===== config.mk =====
export PLATFORM = sky130hd
export DESIGN_NAME = mem_access_ctrl
export DESIGN_NICKNAME = d
export VERILOG_FILES = /design/src/rtl/mem_access_ctrl.sv
export SDC_FILE = /design/constraint.sdc
export NUM_CORES = 1
export LEC_CHECK = 0
export ABC_AREA = 0
export CORE_UTILIZATION = 25
export DETAILED_ROUTE_END_ITERATION = 10
export HOLD_SLACK_MARGIN = 0.06
export PLACE_DENSITY = 0.6
export SLEW_MARGIN = 10
export SYNTH_ARGS = -nofsm -noshare
export SYNTH_HDL_FRONTEND = slang
export SYNTH_SLANG_ARGS = --single-unit

===== constraint.sdc =====
create_clock -name clk -period 6.9 [get_ports clk]
set_clock_uncertainty 0.2 [all_clocks]
set_input_delay 1.725 -clock clk [delete_from_list [all_inputs] [get_ports clk]]
set_output_delay 1.725 -clock clk [all_outputs]
set_load 0.01 [all_outputs]

===== src/rtl/mem_access_ctrl.sv =====
// Memory-stage sequencer: launches one req/ack transaction per load/store,
// stalls the pipeline until completion and flags misaligned/illegal/timed-out accesses.
module mem_access_ctrl #(
  parameter int TIMEOUT = 16,
  parameter int CNT_W   = 32
) (
  input  logic             clk,
  input  logic             rst,
  input  logic             mem_read,
  input  logic             mem_write,
  input  logic [31:0]      addr_in,
  input  logic [31:0]      wdata_in,
  input  logic             dmem_ack,
  input  logic [31:0]      dmem_rdata,
  output logic             dmem_req,
  output logic             dmem_we,
  output logic [31:0]      dmem_addr,
  output logic [31:0]      dmem_wdata,
  output logic             stall,
  output logic [31:0]      load_data,
  output logic             load_valid,
  output logic             kill_wb,
  output logic             err_align,
  output logic             err_illegal,
  output logic             err_timeout,
  output logic             busy,
  output logic [CNT_W-1:0] stall_cycles
);

  localparam int TW = $clog2(TIMEOUT + 1);

  typedef enum logic [1:0] {S_IDLE, S_WAIT, S_DONE} state_t;

  state_t            state_q, state_d;
  logic [TW-1:0]     cnt_q, cnt_d;
  logic              req_q, req_d;
  logic              we_q, we_d;
  logic              to_q, to_d;
  logic [31:0]       addr_q, addr_d;
  logic [31:0]       wdata_q, wdata_d;
  logic [31:0]       ldata_q, ldata_d;
  logic [CNT_W-1:0]  scnt_q;

  logic acc, both, mis;

  assign acc  = mem_read ^ mem_write;
  assign both = mem_read & mem_write;
  assign mis  = (addr_in[1:0] != 2'b00);

  always_comb begin
    state_d     = state_q;
    cnt_d       = cnt_q;
    req_d       = req_q;
    we_d        = we_q;
    to_d        = to_q;
    addr_d      = addr_q;
    wdata_d     = wdata_q;
    ldata_d     = ldata_q;
    stall       = 1'b0;
    load_valid  = 1'b0;
    kill_wb     = 1'b0;
    err_align   = 1'b0;
    err_illegal = 1'b0;
    err_timeout = 1'b0;
    unique case (state_q)
      S_IDLE: begin
        if (both) begin
          err_illegal = 1'b1;
          kill_wb     = 1'b1;
        end else if (acc && mis) begin
          err_align = 1'b1;
          kill_wb   = 1'b1;
        end else if (acc) begin
          stall   = 1'b1;
          addr_d  = addr_in;
          wdata_d = wdata_in;
          we_d    = mem_write;
          req_d   = 1'b1;
          cnt_d   = '0;
          to_d    = 1'b0;
          state_d = S_WAIT;
        end
      end
      S_WAIT: begin
        stall = 1'b1;
        if (dmem_ack) begin
          req_d = 1'b0;
          if (!we_q) ldata_d = dmem_rdata;
          state_d = S_DONE;
        end else if (cnt_q == TW'(TIMEOUT - 1)) begin
          // Abort: zero load_data so a stale value can never be mistaken for this load.
          req_d   = 1'b0;
          ldata_d = '0;
          to_d    = 1'b1;
          state_d = S_DONE;
        end else begin
          cnt_d = cnt_q + TW'(1);
        end
      end
      S_DONE: begin
        if (to_q) begin
          err_timeout = 1'b1;
          kill_wb     = 1'b1;
        end else if (!we_q) begin
          load_valid = 1'b1;
        end
        to_d    = 1'b0;
        state_d = S_IDLE;
      end
      default: state_d = S_IDLE;
    endcase
  end

  always_ff @(posedge clk) begin
    if (rst) begin
      state_q <= S_IDLE;
      cnt_q   <= '0;
      req_q   <= 1'b0;
      we_q    <= 1'b0;
      to_q    <= 1'b0;
      addr_q  <= '0;
      wdata_q <= '0;
      ldata_q <= '0;
      scnt_q  <= '0;
    end else begin
      state_q <= state_d;
      cnt_q   <= cnt_d;
      req_q   <= req_d;
      we_q    <= we_d;
      to_q    <= to_d;
      addr_q  <= addr_d;
      wdata_q <= wdata_d;
      ldata_q <= ldata_d;
      if (stall && (scnt_q != {CNT_W{1'b1}})) scnt_q <= scnt_q + CNT_W'(1);
    end
  end

  assign dmem_req     = req_q;
  assign dmem_we      = we_q;
  assign dmem_addr    = addr_q;
  assign dmem_wdata   = wdata_q;
  assign load_data    = ldata_q;
  assign busy         = (state_q != S_IDLE);
  assign stall_cycles = scnt_q;

endmodule


# After elaboration in Yosys (flattened, before gate mapping)
# Cells that the tools add are included.
[word_totals]
register_bits = 138
wordCells = 84
inputBits = 101
[op_classes]
n_addsub = 2
n_bitwise = 4
muxes = 43
eq_ne = 12
n_reduce_logical = 14
[ops]
columns = ["op", "n"]
rows = [
  ["32-bit 2-to-1 mux", 3],
  ["32-bit by 1-bit adder with 32-bit output (second input constant)", 1],
  ["32-bit != test (second input constant)", 1],
  ["5-bit 2-to-1 mux", 5],
  ["1-bit 2-to-1 mux", 24],
  ["2-bit != test (second input constant)", 7],
  ["6-bit AND reduction", 2],
  ["2-bit 2-to-1 mux", 5],
  ["5-bit case mux with 2 select lines", 1],
  ["4-bit AND reduction", 2],
  ["2-bit nonzero test", 4],
  ["1-bit case mux with 2 select lines", 3],
  ["5-bit by 1-bit adder with 5-bit output (second input constant)", 1],
  ["5-bit by 4-bit == test with 1-bit output (second input constant)", 1],
  ["5-bit AND reduction", 1],
  ["2-bit case mux with 2 select lines", 1],
  ["3-bit != test (second input constant)", 1],
  ["1-bit case mux with 3 select lines", 1],
  ["3-bit AND reduction", 1],
  ["3-bit nonzero test", 1],
  ["2-bit by 1-bit == test with 1-bit output (second input constant)", 1],
  ["2-bit == test (second input constant)", 1],
  ["1-bit logical AND", 2],
  ["2-bit logical NOT", 1],
  ["other kinds (3)", 4],
]

# Depth between registers and ports, before layout
# Gate-level depths: netlist of run 1.
[logic_depth]
depth_word = 6
mapped_depth = 8
depth_no_buf = 8

# Worst setup path after synthesis of run 1
# No wires, ideal clock.
[synth_path]
path_type = "input -> output"
from = "input mem_read"
to = "output stall"
cell_stages = 4
n_path_buf = 0
arrival_ns = 2.843
setup_slack_ns = 2.132
cell_sequence = "ha_1 > or4b_4 > a21o_4 > inv_1"
[synth_via]
elab_chain_cells = 5
word_cells_on_any_way = 7
cone_classes = "mux: 4; bitwise: 2; reduce/logical: 1"
[synth_lines]
columns = ["item", "line", "source"]
rows = [
  ["from (decl)", "9", "input logic mem_read,"],
  ["1-bit XOR", "46", "assign acc = mem_read ^ mem_write;"],
  ["1-bit 2-to-1 mux or 1-bit logical AND (tied branches)", "73, 70", ""],
  ["1-bit 2-to-1 mux", "70", "end else if (acc && mis) begin"],
  ["1-bit 2-to-1 mux *", "67", "if (both) begin"],
  ["1-bit case mux with 2 select lines *", "65", "unique case (state_q)"],
  ["to (decl)", "19", "output logic stall,"],
]
# Mark *: on every way between the ends. The rest lies on a longest branch, timed or not.

# Worst setup path after layout of run 1
[layout_path]
from = "input mem_write"
to = "output stall"
[layout_via]
elab_chain_cells = 5
word_cells_on_any_way = 7
cone_classes = "mux: 4; bitwise: 2; reduce/logical: 1"
[layout_lines]
columns = ["item", "line", "source"]
rows = [
  ["from (decl)", "10", "input logic mem_write,"],
  ["1-bit XOR", "46", ""],
  ["1-bit 2-to-1 mux or 1-bit logical AND (tied branches)", "73, 70", ""],
  ["1-bit 2-to-1 mux", "70", ""],
  ["1-bit 2-to-1 mux *", "67", ""],
  ["1-bit case mux with 2 select lines *", "65", ""],
]
# Marked as above.

==> results_dict.tcl, run 1 <==
set metrics [dict create \
    outcome "complete, no violations" \
    p_sw_mw 0.456 \
    crit_path_max_incr_delay_ps 530 \
    clkPwrFrac 0.512 \
    antenna_found_initial 0 \
    maxCapViolCount 0 \
    synth_top_family_by_area "simple AND/OR/NAND/NOR gates" \
    async_flop_share 0 \
    die_y_um 150 \
    num-nets-final 979 \
    placeableCoreArea_um2 21200 \
    r2r_start "stall_cycles[16]$_SDFFE_PP0P_" \
    cts_sinks 138 \
    regArea_um2 2760 \
    multi_input_area_um2 2530 \
    drtIter0Drc 299 \
    area_growth_pct 59.8 \
    cp_num_cells 6 \
    postPlaceCellArea_um2 8080 \
    maxSlewViolCount 0 \
    peakVddDrop_mv 0.131 \
    path_cells "clkdlybuf4s50_1, ha_1, or4b_4, a21o_4, inv_1, clkdlybuf4s50_1" \
    globalplace.congestion 0.747 \
    worst-path-max-fanout 8 \
    slew_headroom 0.313 \
    critPathArrivalTime_ps 3930 \
    hold_start "dmem_wdata[3]$_SDFFE_PP0P_" \
    fin_crit_ps 5860 \
    detail-route-antenna-nets 0 \
    ys.warnings.count 0 \
    synthCells 654 \
    initial_core_util 0.258 \
    ctsResizeCount 0 \
    muxShareOfSynthArea 0.0101 \
    worst_pin_slew_ps 1020 \
    dieWidth_um 150 \
    critical-path-top-delay-family "buffers and inverters" \
    pwr-share-seq 0.402 \
    grt_max_degree 91 \
    synth_seq_cells 138 \
    gr-total-overflow 0 \
    hold_viol 0 \
    power.total_mw 2.05 \
    leakage_nw 2.94 \
    clock_insertion_delay_worst_skew_ps 410 \
    synth_compound_area_frac 0.172 \
    synth_xor_area_frac 0.0176 \
    power_per_cell_area_nw_per_um2 235 \
    synth_cell_types 42 \
    h-tree-depth 4 \
    combPwrFrac 0.087 \
    cts_tree "built" \
    fillers 2098 \
    cts_root_buf "clkbuf_16" \
    design_area_um2 8750 \
    synth_simple_gate_area_share 0.248 \
    cp_num_buf_inv 3 \
    portBuffers 237 \
    ys_top_cells_by_area "dfxtp_1 50%, nand2_1 9.5%, a21oi_1 8.0%" \
    synthFlopType "dfxtp_1" \
    antennaDiodeCount 0 \
    wl_per_cell_um 14.8 \
    ys_seq_area_frac 0.505 \
    syn_nets 760 \
    postCtsHoldBufs 0 \
    final_common_cell "clkdlybuf4s50_1" \
    num_vias 5423 \
    syn_area_um2 5470 \
    grt_pass1_wl_um 26500 \
    setup_tns_ps 0 \
    critical_path_required_ps 4970 \
    drc_errors 0 \
    post_cts.repair.setup_buffers 0 \
    post-route-period-util 0.849 \
    r2r_setup_slack_ps 4020 \
    internal-power_mw 1.60 \
    cpMaxStageDelayCell "or4b_4" \
    synth_adder_area_share 0.0114 \
    syn_area_per_cell_um2 8.37 \
    io_pins 238 \
    layout-drive-gt1-share 0.0609 \
    clk_pin_slew_worst_paths_ps 60 \
    rr_endpoint "stall_cycles[28]$_SDFFE_PP0P_" \
    crit_path_start_kind "input pin" \
    crit_path_frequent_cell "clkdlybuf4s50_1" \
    dp_hpwl_um 11700 \
    core.rowCount 53 \
    drtPass1Iterations 4 \
    synth_top_area_frac 0.505 \
    final-setup-viol-count 0 \
    cts_buffer_depth 2 \
    fmax_ghz 0.171 \
    yosysTopAreaCell "dfxtp_1" \
    grt_use_total 0.150 \
    r2r_cells 5 \
    hold_path_class "flip-flop to flip-flop" \
    cts_buffers 17 \
    routed_wl_um 17200 \
    mostFrequentLayoutCells "236 x clkdlybuf4s50_1, 138 x nand2_1, 138 x dfxtp_1, 88 x a21oi_1, 65 x nor2_1" \
    endpoint "stall" \
    swShare 0.222 \
    worstSetupPathType "input pin to primary output" \
    timing.critical_path.from "mem_write" \
    via_per_inst 4.67 \
    rsz0062_at_grt "false" \
    grt_pass1_vias 4990 \
    crit_path_end_kind "primary output" \
    dieArea_um2 22500 \
    synth_edf_count 0 \
]
[worst reg2reg max path: cells and delay by family, from the launching register on]
kind | cells | cell delay (ps)
AND/OR/NAND/NOR | 4 | 1930
AO/OA/AOI/OAI | 1 | 190
flip-flops | 1 | 440
[area by class of cell]
type / count / area share
Clock buffer: 18 / 0.0491
Clock inverter: 14 / 0.0276
Inverter: 6 / 0.00257
Multi-Input combinational cell: 467 / 0.290
Sequential cell: 138 / 0.316
Tap cell: 275 / 0.0393
Timing Repair Buffer: 243 / 0.276
[state kept, by name, indices dropped and copies added, names as in the netlist]
| register | flops |
|---|---|
| dmem_addr | 32 |
| dmem_we | 1 |
| dmem_req | 1 |
| cnt_q | 5 |
| load_data | 32 |
| stall_cycles | 32 |
| dmem_wdata | 32 |
| state_q | 2 |
| to_q | 1 |
[power groups by stage]
stage / logic, mW / registers, mW / clock network [mW]
floorplan: 0.0593 / 0.848 / 0
detailed placement: 0.179 / 0.842 / 0
CTS: 0.180 / 0.824 / 1.08
global placement: 0.179 / 0.841 / 0
global route: 0.194 / 0.826 / 1.11
finish: 0.178 / 0.824 / 1.05
[metrics by stage]
step	cells	worst slack (ps)	hold slack, ps	util
floorplan	654	2130	239	-
detailed placement	1129	1050	246	0.381
finish	1161	1040	250	0.412
CTS	1161	1050	255	0.412
global route	1161	990	270	0.412
global placement	1129	1060	241	0.381
[how the worst min path moves through the flow]
stage | to | slack (ps) | cells past startpoint
final | dmem_wdata[3]$_SDFFE_PP0P_ | 250 | 2
after global routing | dmem_wdata[18]$_SDFFE_PP0P_ | 270 | 2
after CTS | dmem_addr[23]$_SDFFE_PP0P_ | 250 | 2
after detailed placement | dmem_wdata[14]$_SDFFE_PP0P_ | 250 | 2
after global placement | dmem_addr[10]$_SDFFE_PP0P_ | 240 | 2
after floorplan | cnt_q[3]$_SDFFE_PP0P_ | 240 | 1
[layer usage]
| metal | vias up | track usage | routed length (um) |
|---|---|---|---|
| met1 | 2489 | 0.197 | 7950 |
| met3 | 19 | 0.0582 | 1560 |
| met5 | - | 0 | 0 |
| met4 | 0 | 0.0444 | 220 |
| li1 | 2713 | - | - |
| met2 | 202 | 0.224 | 7460 |
[synthesized netlist by cell type, types with 3 or more instances]
master / instances
a211oi_1: 6
a21oi_1: 88
a22oi_1: 32
and3_1: 6
clkbuf_1: 40
dfxtp_1: 138
ha_1: 5
inv_1: 6
mux2_2: 3
nand2_1: 138
nand3_1: 13
nand3b_1: 3
nand4_1: 16
nor2_1: 66
nor2b_1: 8
nor3_1: 4
nor3b_1: 4
nor4_1: 4
nor4b_1: 3
o21ai_0: 12
o31ai_1: 9
or3_1: 9
or4_1: 9
xnor2_1: 9
[cells by family after synthesis]
| family | after synthesis |
|---|---|
| muxes | 5 |
| AOI/OAI and AO/OA | 155 |
| xor gates and xnor gates | 11 |
| DFF | 138 |
| and+or+nand+nor | 291 |
| adders and majority gates | 5 |
| buffers and inverters | 49 |
No activity file was read; power rests on OpenSTA's default activity.
==> inputs of run 2 (changes only) <==
- PLACE_DENSITY: 0.6 -> 0.62
- clock period: 6.9 -> 4.8 ns (I/O delays scaled with it)
==> results_dict.tcl, run 2 (same netlist as run 1, synthesis figures left out) <==
set metrics [dict create \
    power_per_cell_area_nw_per_um2 320 \
    drtPass1Iterations 5 \
    grt_use_total 0.150 \
    maxSlewViolCount 0 \
    postCtsHoldBufs 0 \
    globalplace.congestion 0.793 \
    worst_pin_slew_ps 947 \
    post-route-period-util 0.985 \
    ctsResizeCount 0 \
    placeableCoreArea_um2 21200 \
    cts_tree "built" \
    fmax_ghz 0.211 \
    io_pins 238 \
    wl_per_cell_um 14.9 \
    power.total_mw 2.80 \
    cts_buffers 17 \
    grt_max_degree 65 \
    maxCapViolCount 0 \
    antennaDiodeCount 0 \
    drtIter0Drc 263 \
    crit_path_end_kind "primary output" \
    routed_wl_um 17300 \
    cts_buffer_depth 2 \
    detail-route-antenna-nets 0 \
    hold_viol 0 \
    worstSetupPathType "input pin to primary output" \
    layout-drive-gt1-share 0.0673 \
    num_vias 5477 \
    core.rowCount 53 \
    fin_crit_ps 4730 \
    final-setup-viol-count 0 \
    drc_errors 0 \
    leakage_nw 2.93 \
    clk_pin_slew_worst_paths_ps 60 \
    clock_insertion_delay_worst_skew_ps 410 \
    peakVddDrop_mv 0.218 \
    final_common_cell "clkdlybuf4s50_1" \
    area_growth_pct 60.0 \
    dp_hpwl_um 12100 \
    antenna_found_initial 0 \
    gr-total-overflow 0 \
    dp_slack_ps 63.7 \
    num-nets-final 985 \
    portBuffers 237 \
    h-tree-depth 4 \
    mostFrequentLayoutCells "236 x clkdlybuf4s50_1, 138 x nand2_1, 138 x dfxtp_1, 88 x a21oi_1, 65 x nor2_1" \
    cts_root_buf "clkbuf_16" \
    initial_core_util 0.258 \
    post_cts.repair.setup_buffers 0 \
    grt_pass1_wl_um 26600 \
    die_y_um 150 \
    rsz0062_at_grt "false" \
    grt_pass1_vias 4981 \
    via_per_inst 4.69 \
    hold_slack_ps 253 \
    critical_path_required_ps 3400 \
    dieArea_um2 22500 \
    setup_slack_ps 70.8 \
    crit_path_start_kind "input pin" \
    dieWidth_um 150 \
    setup_tns_ps 0 \
    hold_path_class "flip-flop to flip-flop" \
    cts_sinks 138 \
    worst-path-max-fanout 2 \
    slew_headroom 0.363 \
    critPathArrivalTime_ps 3330 \
    outcome "complete, no violations" \
]
## run 2: cell types whose count changed in the layout (fill, tap and decap cells not counted), sizes merged
cell and change:
inv -1, clkinv -1, clkinvlp +4, clkbuf +1, bufinv -3, buf +6
## run 2: through the flow
step	cell area, um^2	util	instances
floorplan	5470	-	654
global placement	8150	0.384	1135
detailed placement	8150	0.384	1135
CTS	8760	0.413	1167
global route	8760	0.413	1167
finish	8760	0.413	1167
## run 2: where the power goes
part	total, mW	switching [mW]	internal, mW	leakage (nW)
Sequential	1.18	0.0140	1.17	1.12
Combinational	0.265	0.114	0.151	1.53
Clock	1.35	0.519	0.835	0.282
## run 2: routing by layer
layer | up-vias | track usage | part of all wire
met5 | - | 0 | 0
met4 | 0 | 0.0389 | 0.0095
met3 | 11 | 0.0570 | 0.10
met2 | 219 | 0.232 | 0.44
met1 | 2512 | 0.195 | 0.45
li1 | 2735 | - | -
## run 2: area by class of cell
cell class              count  area (um^2)
fillers                  2134        12500
flip-flops and latches    138         2760
multi-input cells         467         2530
repair buffers            249         2480
clock buffers              19          443
clock inverters            13          168
well taps                 275          344
inverters                   6         22.5
## run 2: final timing paths
kind	start	end	slack, ps	cells after the start
hold / removal	dmem_addr[18]$_SDFFE_PP0P_	dmem_addr[18]$_SDFFE_PP0P_	250	2
hold reg to reg	dmem_addr[18]$_SDFFE_PP0P_	dmem_addr[18]$_SDFFE_PP0P_	250	2
setup reg to reg	stall_cycles[16]$_SDFFE_PP0P_	stall_cycles[28]$_SDFFE_PP0P_	2040	5
setup / recovery	mem_write	stall	70	6
## run 2: critical path: stages
cell	delay, ps
clkdlybuf4s50_1	450
ha_1	300
or4b_4	490
a21o_4	240
inv_1	90
clkdlybuf4s50_1	550
==> variant: new RTL, settings of run 1 <==
Reset style: asynchronous (`rst`), changed in one clocked block.
--- a/src/rtl/mem_access_ctrl.sv
+++ b/src/rtl/mem_access_ctrl.sv
@@ -111,7 +111,7 @@
     endcase
   end
 
-  always_ff @(posedge clk) begin
+  always_ff @(posedge clk or posedge rst) begin
     if (rst) begin
       state_q <= S_IDLE;
       cnt_q   <= '0;
Formal check against the unedited RTL: differs if rst is asserted again (counterexample within 4 cycles, from zero or initial values and one cycle with rst high); with rst held inactive, the same outputs for 4 cycles.
==> variant against run 1 <==
Fmax is 2.1% higher; synthesized area is 4.1% higher; register-to-register slack better by 0.35 ns; setup slack better by 0.12 ns; sequential cell count stayed put; routed wire length is 11% lower; final area is 3.1% higher.
Power is not compared: it rests on default switching activity, and its combinational part moved more than twofold at a synthesized area within 25%.
==> variant: results (changes against run 1) <==
pre-CTS setup slack=1.14 ns (+0.0883 ns); crit-path max FO=6 (-2); multiplexer share of the synthesized area=0.128 (+0.118); share of layout cells above drive strength 1=0.180 (+0.119); met2 WL post-DR=7.54 mm (+1.0%); metal3 WL=1.12 mm (-28%); synthesized-area fraction occupied by adder cells=0.0110 (-0.000452); largest net degree at the start of global routing=89 (-2.2%); status=finished, final reports clean; Post-synth ARST share=1.00 (+1.00); post-DP HPWL=11.1 mm (-5.1%); number of global-route vias before repair=4594 (-7.9%); vias per cell=4.49 (-3.9%); global-route wire length before repair=24.8 mm (-6.5%); Post-Synth XOR/XNOR Area=0.0446 (+0.0270); met1 wire length=6.40 mm (-19%); slowest cell delay on critical path=0.57 ns (+0.04 ns); Synth top cells by count=dfrtp_1 (138), mux2_2 (63), a22o_1 (32), xnor2_1 (20); Synth Area in Compound Gates=0.0872 (-0.0852); synth top area cells=dfrtp_1 (61%), mux2_2 (12%), a22o_1 (4.9%), xnor2_1 (3.1%), nand3_1 (1.5%); library cells used by synthesis=45 (+7.1%); Tot GR Track Use=0.135 (-0.0153); sequential area share after synthesis=0.606 (+0.101); Placer Congestion=0.763 (+2.2%); initial detailed-routing violation count=162 (-46%); Max-slew headroom=0.444 (+0.132); final wirelength=15.2 mm (-11%); crit path DAT=3.81 ns (-0.12 ns); Most used DFF post-synth=dfrtp_1
[variant: changes by cell type in the layout (fill, tap and decap cells not counted), sizes merged, moves of 32 or more]
| cell | change |
|---|---|
| a21oi | -84 |
| a22o | +32 |
| a22oi | -32 |
| dfrtp | +138 |
| dfxtp | -138 |
| mux2 | +60 |
| nand2 | -121 |
| nor2 | -56 |
[variant: path summary, 6_finish.rpt]
check,start,end,slack (ns),depth (start not counted)
worst min-delay path,cnt_q[3],cnt_q[3],0.29,1
worst min register to register,cnt_q[3],cnt_q[3],0.29,1
min in group asynchronous,rst,dmem_wdata[21],1.63,2
worst max register to register,state_q[0],dmem_wdata[21],4.37,4
worst max-delay path,mem_read,stall,1.16,6
max in group asynchronous,rst,dmem_wdata[20],3.63,3
[variant: cell families (layout without fill, tap and decap cells)]
kind of cell | Yosys count | after routing
flops | 138 | 138
simple gates | 93 | 93
mux | 65 | 65
fa+ha+maj | 5 | 5
xor+xnor | 29 | 29
compound gates | 59 | 59
buf+inv | 26 | 284
[variant: area by class of cell]
cell class	instances	area, µm²
clock buffers	19	443
clock inverters	13	166
fillers	2080	13100
inverters	12	50.0
multi-input cells	251	2160
flip-flops and latches	138	3450
well taps	280	350
repair buffers	240	2390
[variant: stage by stage]
stage	power, mW	cell area (µm²)	hold slack, ns	instances
2_1_floorplan	1.79	5700	0.238	415
3_3_place_gp	2.54	8400	0.261	921
3_5_place_dp	2.57	8400	0.276	921
4_1_cts	3.53	9010	0.289	953
5_1_grt	3.68	9020	0.316	953
6_report	3.48	9020	0.287	953
[variant: metal layers]
metal | vias to the layer above | track usage
met4 | 0 | 0.0414
met2 | 165 | 0.232
li1 | 1992 | -
met3 | 15 | 0.0491
met1 | 2108 | 0.156
met5 | - | 0
